`config.mk`:
```
export PLATFORM = sky130hd
export DESIGN_NAME = instr_stim_sequencer
export DESIGN_NICKNAME = d
export VERILOG_FILES = /design/src/rtl/instr_stim_sequencer.sv
export SDC_FILE = /design/constraint.sdc
export NUM_CORES = 1
export LEC_CHECK = 0
export CORE_MARGIN = 2
export CORE_UTILIZATION = 43
export CTS_CLUSTER_DIAMETER = 200
export DETAILED_ROUTE_END_ITERATION = 7
export PLACE_DENSITY = 0.58
export SLEW_MARGIN = 5
export SYNTH_ARGS = -nofsm -noshare
export SYNTH_HDL_FRONTEND = slang
export SYNTH_SLANG_ARGS = --single-unit
export TNS_END_PERCENT = 10
```
`constraint.sdc`:
```
create_clock -name clk -period 8.6 [get_ports clk]
set_input_delay 1.72 -clock clk [delete_from_list [all_inputs] [get_ports clk]]
set_output_delay 1.72 -clock clk [all_outputs]
set_load 0.01 [all_outputs]
```
`src/rtl/instr_stim_sequencer.sv`:
```
// rtl/instr_stim_sequencer.sv - programmable instruction/memdatain stimulus sequencer
// Holds a loaded program and presents it to the core one entry at a time.
module instr_stim_sequencer #(
  parameter int               WIDTH       = 32,
  parameter int               DEPTH       = 16,
  parameter int               HOLD_CYCLES = 1,
  parameter logic [WIDTH-1:0] NOP_INSTR   = 32'hE1A00000
) (
  input  logic                     clk,
  input  logic                     rst,
  input  logic                     load_en,
  input  logic [$clog2(DEPTH)-1:0] load_addr,
  input  logic [WIDTH-1:0]         load_instr,
  input  logic [WIDTH-1:0]         load_data,
  input  logic [$clog2(DEPTH):0]   prog_len,
  input  logic                     start,
  input  logic                     loop_en,
  input  logic                     stop,
  output logic [WIDTH-1:0]         instruction,
  output logic [WIDTH-1:0]         memdatain,
  output logic                     valid,
  output logic                     busy,
  output logic                     done,
  output logic [$clog2(DEPTH)-1:0] step_idx,
  output logic [15:0]              issued_count
);

  localparam int AW = $clog2(DEPTH);
  localparam int HW = (HOLD_CYCLES > 1) ? $clog2(HOLD_CYCLES) : 1;
  localparam logic [HW-1:0] HOLD_LAST = HW'(HOLD_CYCLES - 1);
  localparam logic [AW:0]   DEPTH_L   = (AW+1)'(DEPTH);

  typedef enum logic [1:0] {S_IDLE, S_RUN, S_DONE} state_t;

  logic [WIDTH-1:0] instr_mem [DEPTH];
  logic [WIDTH-1:0] data_mem  [DEPTH];

  state_t           state_q, state_d;
  logic [WIDTH-1:0] instruction_q, instruction_d;
  logic [WIDTH-1:0] memdatain_q, memdatain_d;
  logic             valid_q, valid_d;
  logic             busy_q, busy_d;
  logic             done_q, done_d;
  logic [AW-1:0]    step_idx_q, step_idx_d;
  logic [15:0]      issued_count_q, issued_count_d;
  logic [AW:0]      len_q, len_d;
  logic             loop_q, loop_d;
  logic [HW-1:0]    hold_cnt_q, hold_cnt_d;
  logic             last_hold;
  logic [AW:0]      step_ext;

  // Buffer has no reset; writes are accepted in every state, including during rst.
  always_ff @(posedge clk) begin
    if (load_en) begin
      instr_mem[load_addr] <= load_instr;
      data_mem[load_addr]  <= load_data;
    end
  end

  always_comb begin
    state_d        = state_q;
    instruction_d  = instruction_q;
    memdatain_d    = memdatain_q;
    valid_d        = valid_q;
    done_d         = 1'b0;
    step_idx_d     = step_idx_q;
    issued_count_d = issued_count_q;
    len_d          = len_q;
    loop_d         = loop_q;
    hold_cnt_d     = hold_cnt_q;
    last_hold      = (hold_cnt_q == HOLD_LAST);
    step_ext       = {1'b0, step_idx_q} + (AW+1)'(1);

    case (state_q)
      S_IDLE: begin
        if (start) begin
          step_idx_d     = '0;
          issued_count_d = '0;
          hold_cnt_d     = '0;
          loop_d         = loop_en;
          len_d          = (prog_len > DEPTH_L) ? DEPTH_L : prog_len;
          if (prog_len == '0) begin
            state_d = S_DONE;
            done_d  = 1'b1;
          end else begin
            state_d       = S_RUN;
            valid_d       = 1'b1;
            instruction_d = instr_mem[0];
            memdatain_d   = data_mem[0];
          end
        end
      end
      S_RUN: begin
        hold_cnt_d = last_hold ? '0 : hold_cnt_q + HW'(1);
        if (last_hold && issued_count_q != 16'hFFFF) begin
          issued_count_d = issued_count_q + 16'd1;
        end
        // stop outranks the boundary decision, but the finishing entry still counts.
        if (stop) begin
          state_d       = S_IDLE;
          valid_d       = 1'b0;
          instruction_d = NOP_INSTR;
          memdatain_d   = '0;
        end else if (last_hold) begin
          if (step_ext < len_q || loop_q) begin
            step_idx_d    = (step_ext < len_q) ? step_ext[AW-1:0] : '0;
            instruction_d = instr_mem[step_idx_d];
            memdatain_d   = data_mem[step_idx_d];
          end else begin
            state_d       = S_DONE;
            done_d        = 1'b1;
            valid_d       = 1'b0;
            instruction_d = NOP_INSTR;
            memdatain_d   = '0;
          end
        end
      end
      S_DONE:  state_d = S_IDLE;
      default: state_d = S_IDLE;
    endcase

    busy_d = (state_d == S_RUN);
  end

  always_ff @(posedge clk) begin
    if (rst) begin
      state_q        <= S_IDLE;
      instruction_q  <= NOP_INSTR;
      memdatain_q    <= '0;
      valid_q        <= 1'b0;
      busy_q         <= 1'b0;
      done_q         <= 1'b0;
      step_idx_q     <= '0;
      issued_count_q <= '0;
      len_q          <= '0;
      loop_q         <= 1'b0;
      hold_cnt_q     <= '0;
    end else begin
      state_q        <= state_d;
      instruction_q  <= instruction_d;
      memdatain_q    <= memdatain_d;
      valid_q        <= valid_d;
      busy_q         <= busy_d;
      done_q         <= done_d;
      step_idx_q     <= step_idx_d;
      issued_count_q <= issued_count_d;
      len_q          <= len_d;
      loop_q         <= loop_d;
      hold_cnt_q     <= hold_cnt_d;
    end
  end

  assign instruction  = instruction_q;
  assign memdatain    = memdatain_q;
  assign valid        = valid_q;
  assign busy         = busy_q;
  assign done         = done_q;
  assign step_idx     = step_idx_q;
  assign issued_count = issued_count_q;

endmodule

```
==> flow_metrics.tcl, run 1 <==
set metrics [dict create \
    ys.flop_type "edfxtp_1" \
    relSlewSlack_pct 12.2 \
    path_clk_slew_ps 70 \
    antenna_found_initial 8 \
    syn_area_per_cell_sq_um 16.0 \
    via_count 28054 \
    hold_viol_final 0 \
    dieArea_sq_um 107000 \
    synthTopCellsByCount "edfxtp_1, clkbuf_1, a21oi_1" \
    first_pass_iters 6 \
    syn_area_sq_um 44700 \
    grt_pass1_wl_microns 193000 \
    cts_resized 0 \
    fin_nets 3001 \
    synth_cells 2800 \
    arrival_ps 5890 \
    ir_drop_mv 0.185 \
    path_class "reg -> reg" \
    clock_insertion_delay_worst_skew_ps 700 \
    syn_nets 2885 \
    rsz0062_at_grt "false" \
    die_height_microns 327 \
    critPathRequiredTime_ps 9200 \
    initial_core_util_pct 43.3 \
    yosysTopAreaCell "edfxtp_1" \
    finClkSkew_ps 21.5 \
    ys_warn_count 0 \
    synth_seq_cells 1119 \
    seqPwrFrac_pct 51.8 \
    async_reset_ff_share_pct 0 \
    maxCapViolations 0 \
    boundaryPins 166 \
    worst_pin_slew_ps 1320 \
    fmax_ghz 0.189 \
    dp_hpwl_microns 66000 \
    n_fill_cell 8588 \
    rrSetupSlack_ps 3300 \
    initialDrtViolationCount 3293 \
    fin_crit_sh_pct 61.6 \
    gp_congestion 0.820 \
    routed_wl_microns 133000 \
    cts_max_path_buffers 3 \
    routed_via_density 6.39 \
    wl_per_cell_microns 30.2 \
    power_per_cell_area_nw_per_um2 229 \
    fp-row-count 118 \
    cts_root_buffer "clkbuf_16" \
    p_leak_nw 16.2 \
    critPathLaunchType "flip-flop" \
    crit_fanout 53 \
    port-buffer-count 165 \
    synth.area.top_cells "edfxtp_1, dfxtp_1, mux4_2" \
    postRouteAntennaNets 0 \
    outcome "finished clean" \
    tns_ps 0 \
    grt_max_degree 131 \
    p_int_w 0.00915 \
    coreArea_sq_um 103000 \
    cts.sink_count 1119 \
    grt_overflow_total 0 \
    track_usage_pct 24.5 \
    syn2layout_area_growth_pct 15.4 \
    htree_levels 3 \
    p_sw_w 0.00269 \
    pwr-share-clk_pct 40.5 \
    cp-end-kind "flip-flop" \
    drive_gt1_share_pct 12.3 \
    synth.most_common_cell "edfxtp_1" \
    pwr-share-comb_pct 7.6 \
    cts_tree "done" \
    whs_ps 466 \
    cts_hold_buf 0 \
    synth_edf_count 1024 \
    drc 0 \
    setup_violations 0 \
    cts_inserted_buffers 112 \
    period_minus_slack_ps 5300 \
    ys_seq_area_share_pct 73.0 \
    dieWidth_microns 327 \
    post_cts_buffers 0 \
    hp-class "reg -> reg" \
    yosysTopAreaCellShare_pct 68.7 \
    synth_cell_types 63 \
    switching_share_pct 22.7 \
    grt_pass1_vias 28368 \
    drv_slew 0 \
]
logic make-up (layout without fill, tap and decap cells):
kind of cell	Yosys count	count (layout)	share of synthesized area [%]
fa+ha+maj	6	6	0.168
flops	1119	1119	73.0
buf+inv	243	454	2.17
other cells	0	2	0
xor+xnor	11	11	0.257
compound gates	903	903	14.9
simple gates	385	385	4.78
mux	133	133	4.74
cell usage in the layout, fill, tap and decap left out, drive strengths merged, types with 7 or more instances in the layout:
cell,count
a2111oi,10
a211o,64
a211oi,61
a21o,13
a21oi,157
a2bb2oi,115
a32oi,7
and2,10
and3,9
and4b,57
buf,66
bufinv,8
clkbuf,153
clkdlybuf4s50,164
clkinv,40
dfxtp,95
edfxtp,1024
inv,20
mux2i,70
mux4,63
nand2,86
nand2b,7
nand3,25
nor2,99
nor3,11
o2111ai,60
o211ai,79
o21ai,140
o21bai,58
o22ai,64
o311a,57
or3,62
xnor2,9
worst paths after layout:
kind                                  start        endpoint  cells past startpoint
worst min-delay path               len_q[4]        len_q[4]                      2
worst min register to register     len_q[4]        len_q[4]                      2
worst max register to register  step_idx[0]  instruction[4]                     12
worst max-delay path            step_idx[0]  instruction[4]                     12
critical path, cell delays in order (launching register included):
cell and delay (ps):
dfxtp_4 500, ha_4 250, xnor2_4 410, inv_4 310, ha_1 390, nand2_1 110
o21a_4 290, buf_4 410, o211ai_4 860, buf_4 780, o22ai_1 160, or3_1 410
a211oi_2 230
registers in the layout, indices dropped and copies added, names as in the netlist, 2 cells and up:
signal,flops
instr_mem,512
issued_count,16
state_q,2
len_q,5
data_mem,512
instruction,32
step_idx,4
memdatain,32
stage by stage:
step / cell area [sq um] / worst slack [ps] / util [%] / power (W) / cells
after global routing: 51600 / 3110 / 49.9 / 0.0122 / 4392
after CTS: 51600 / 3290 / 49.9 / 0.0119 / 4391
after global placement: 48000 / 3390 / 46.4 / 0.00712 / 4182
after detailed placement: 48000 / 3310 / 46.4 / 0.00714 / 4182
after floorplan: 44700 / 1450 / - / 0.00671 / 2800
final: 51600 / 3300 / 49.9 / 0.0118 / 4393
power by group through the flow:
stage | Sequential, W | Combinational, W | Clock [W]
2_1_floorplan | 0.00624 | 0.000471 | 0
3_3_place_gp | 0.00624 | 0.000872 | 0
3_5_place_dp | 0.00625 | 0.000893 | 0
4_1_cts | 0.00614 | 0.000896 | 0.00486
5_1_grt | 0.00614 | 0.000956 | 0.00507
6_report | 0.00613 | 0.000905 | 0.00480
layer usage:
metal / GRT usage [%] / up-vias / wire length (microns)
li1: - / 11719 / -
met1: 34.4 / 14566 / 55300
met2: 38.9 / 1500 / 61700
met3: 4.65 / 263 / 11800
met4: 7.73 / 6 / 3740
met5: 0 / - / 34
final cells by class:
type	instances	area (sq um)	share of cell area, %
Timing Repair Buffer	230	2170	4.21
Clock buffer	153	3090	5.98
Antenna cell	2	5.00	0.00970
Tap cell	1380	1730	3.34
Clock inverter	56	529	1.03
Multi-Input combinational cell	1438	11400	22.0
Sequential cell	1119	32700	63.3
Inverter	15	66.3	0.128
No activity file was read; power rests on OpenSTA's default activity.
==> run 2: changes to the inputs <==
--- a/config.mk
+++ b/config.mk
@@ -9,7 +9,7 @@
 export CORE_UTILIZATION = 43
 export CTS_CLUSTER_DIAMETER = 200
 export DETAILED_ROUTE_END_ITERATION = 7
-export PLACE_DENSITY = 0.58
+export PLACE_DENSITY = 0.6
 export SLEW_MARGIN = 5
 export SYNTH_ARGS = -nofsm -noshare
 export SYNTH_HDL_FRONTEND = slang
==> constraint.sdc (replaced) <==
create_clock -name clk -period 4.6 [get_ports clk]
set_input_delay 0.92 -clock clk [delete_from_list [all_inputs] [get_ports clk]]
set_output_delay 0.92 -clock clk [all_outputs]
set_load 0.01 [all_outputs]
==> flow_metrics.tcl, run 2 (synthesized netlist as in run 1, its figures left out) <==
set metrics [dict create \
    outcome "finished clean" \
    cts_hold_buf 0 \
    syn2layout_area_growth_pct 16.7 \
    hp-class "reg -> reg" \
    cts_tree "done" \
    period_minus_slack_ps 3730 \
    fp-row-count 118 \
    gp_congestion 0.826 \
    cts.sink_count 1119 \
    critical-path-max-stage-delay_ps 580 \
    cts_resized 0 \
    critPathRequiredTime_ps 5140 \
    ir_drop_mv 0.320 \
    routed_via_density 6.31 \
    reg_top3 "data_mem x512, instr_mem x512" \
    most-common-layout-cells "edfxtp_1, clkdlybuf4s50_1, a21oi_1" \
    hold_viol_final 0 \
    layout_commonest_cell "edfxtp_1" \
    crit_buf_inv 2 \
    n_fill_cell 8484 \
    path_clk_slew_ps 60 \
    crit_chain "ha_4, xnor2_4, inv_4, ha_1, nand2_1, o21a_4, o21ai_4, buf_4, o22ai_1, a2111oi_0, o211ai_1" \
    postRouteAntennaNets 0 \
    first_pass_iters 6 \
    coreArea_sq_um 103000 \
    clock_insertion_delay_worst_skew_ps 700 \
    cp_slowest_cell "o21ai_4" \
    critPathLaunchType "flip-flop" \
    fmax_ghz 0.268 \
    rsz0062_at_grt "false" \
    grt_pass1_wl_microns 189000 \
    diodes 0 \
    crit_fanout 20 \
    initialDrtViolationCount 3235 \
    finalInstanceArea_sq_um 52200 \
    rrSetupSlack_ps 870 \
    die_height_microns 327 \
    setup_violations 0 \
    placedInstanceArea_sq_um 48500 \
    htree_levels 3 \
    cts_max_path_buffers 3 \
    fin_nets 3022 \
    worst_pin_slew_ps 1170 \
    track_usage_pct 23.9 \
    cts_inserted_buffers 112 \
    dp_hpwl_microns 67300 \
    drive_gt1_share_pct 12.7 \
    grt_max_degree 147 \
    path_delay_family "compound AO/OA/AOI/OAI gates" \
    boundaryPins 166 \
    cts_root_buffer "clkbuf_16" \
    power_per_cell_area_nw_per_um2 424 \
    post_cts_buffers 0 \
    finalPower_w 0.0221 \
    port-buffer-count 165 \
    routed_wl_microns 129000 \
    arrival_ps 4280 \
    seq_area_sq_um 32700 \
    dieWidth_microns 327 \
    drv_slew 0 \
    via_count 27886 \
    grt_pass1_vias 28498 \
    cp-end-kind "flip-flop" \
    fin_crit_sh_pct 81.1 \
    dieArea_sq_um 107000 \
    finClkSkew_ps 27.4 \
    maxCapViolations 0 \
    relSlewSlack_pct 21.8 \
    initial_core_util_pct 43.3 \
    grt_overflow_total 0 \
    path_class "reg -> reg" \
    wl_per_cell_microns 29.3 \
    drc 0 \
    p_leak_nw 16.4 \
    multiInputGateArea_sq_um 11400 \
    antenna_found_initial 6 \
    fin_util_pct 50.5 \
]
## run 2: changes by cell type in the layout (fill, tap and decap cells not counted), moves of 3 or more
| cell | change |
|---|---|
| clkbuf_1 | +7 |
| clkbuf_8 | -5 |
| clkbuf_16 | +3 |
| buf_4 | -13 |
| buf_12 | +33 |
## run 2: report_power, final
part	switching (W)	leakage [nW]	total, W	internal [W]
combinational	0.00108	4.58	0.00171	0.000637
clock	0.00383	1.77	0.00896	0.00513
sequential	0.000117	10.0	0.0115	0.0114
## run 2: metal layers
| metal | vias up | global-route usage (%) | routed length (microns) |
|---|---|---|---|
| li1 | 11748 | - | - |
| met1 | 14333 | 32.5 | 51900 |
| met2 | 1558 | 38.8 | 61300 |
| met3 | 243 | 5.05 | 12700 |
| met4 | 4 | 7.01 | 3260 |
| met5 | - | 0 | 25 |
## run 2: layout make-up
cell class | count | share of cell area, %
clock inverters | 55 | 0.964
well taps | 1380 | 3.31
multi-input cells | 1438 | 21.8
flip-flops and latches | 1119 | 62.6
repair buffers | 251 | 5.27
clock buffers | 158 | 5.98
inverters | 15 | 0.127
## run 2: stage by stage
step                setup WS [ps]  hold slack [ps]  setup TNS [ps]  std cells
floorplan                   -1450              436         -275750       2800
global placement              852              458               0       4202
detailed placement            773              460               0       4202
CTS                           674              476               0       4415
global route                  630              506               0       4416
finish                        868              480               0       4416
## run 2: path summary, 6_finish.rpt
path               start               to  cells after the start
min reg2reg     len_q[4]         len_q[4]                      2
max          step_idx[0]  instruction[23]                     11
max reg2reg  step_idx[0]  instruction[23]                     11
min             len_q[4]         len_q[4]                      2
## run 2: worst reg2reg max path, stage by stage, from the launching register on
cell and delay (ps):
dfxtp_4 390, ha_4 190, xnor2_4 400, inv_4 50
ha_1 300, nand2_1 110, o21a_4 320, o21ai_4 580
buf_4 430, o22ai_1 140, a2111oi_0 500, o211ai_1 160
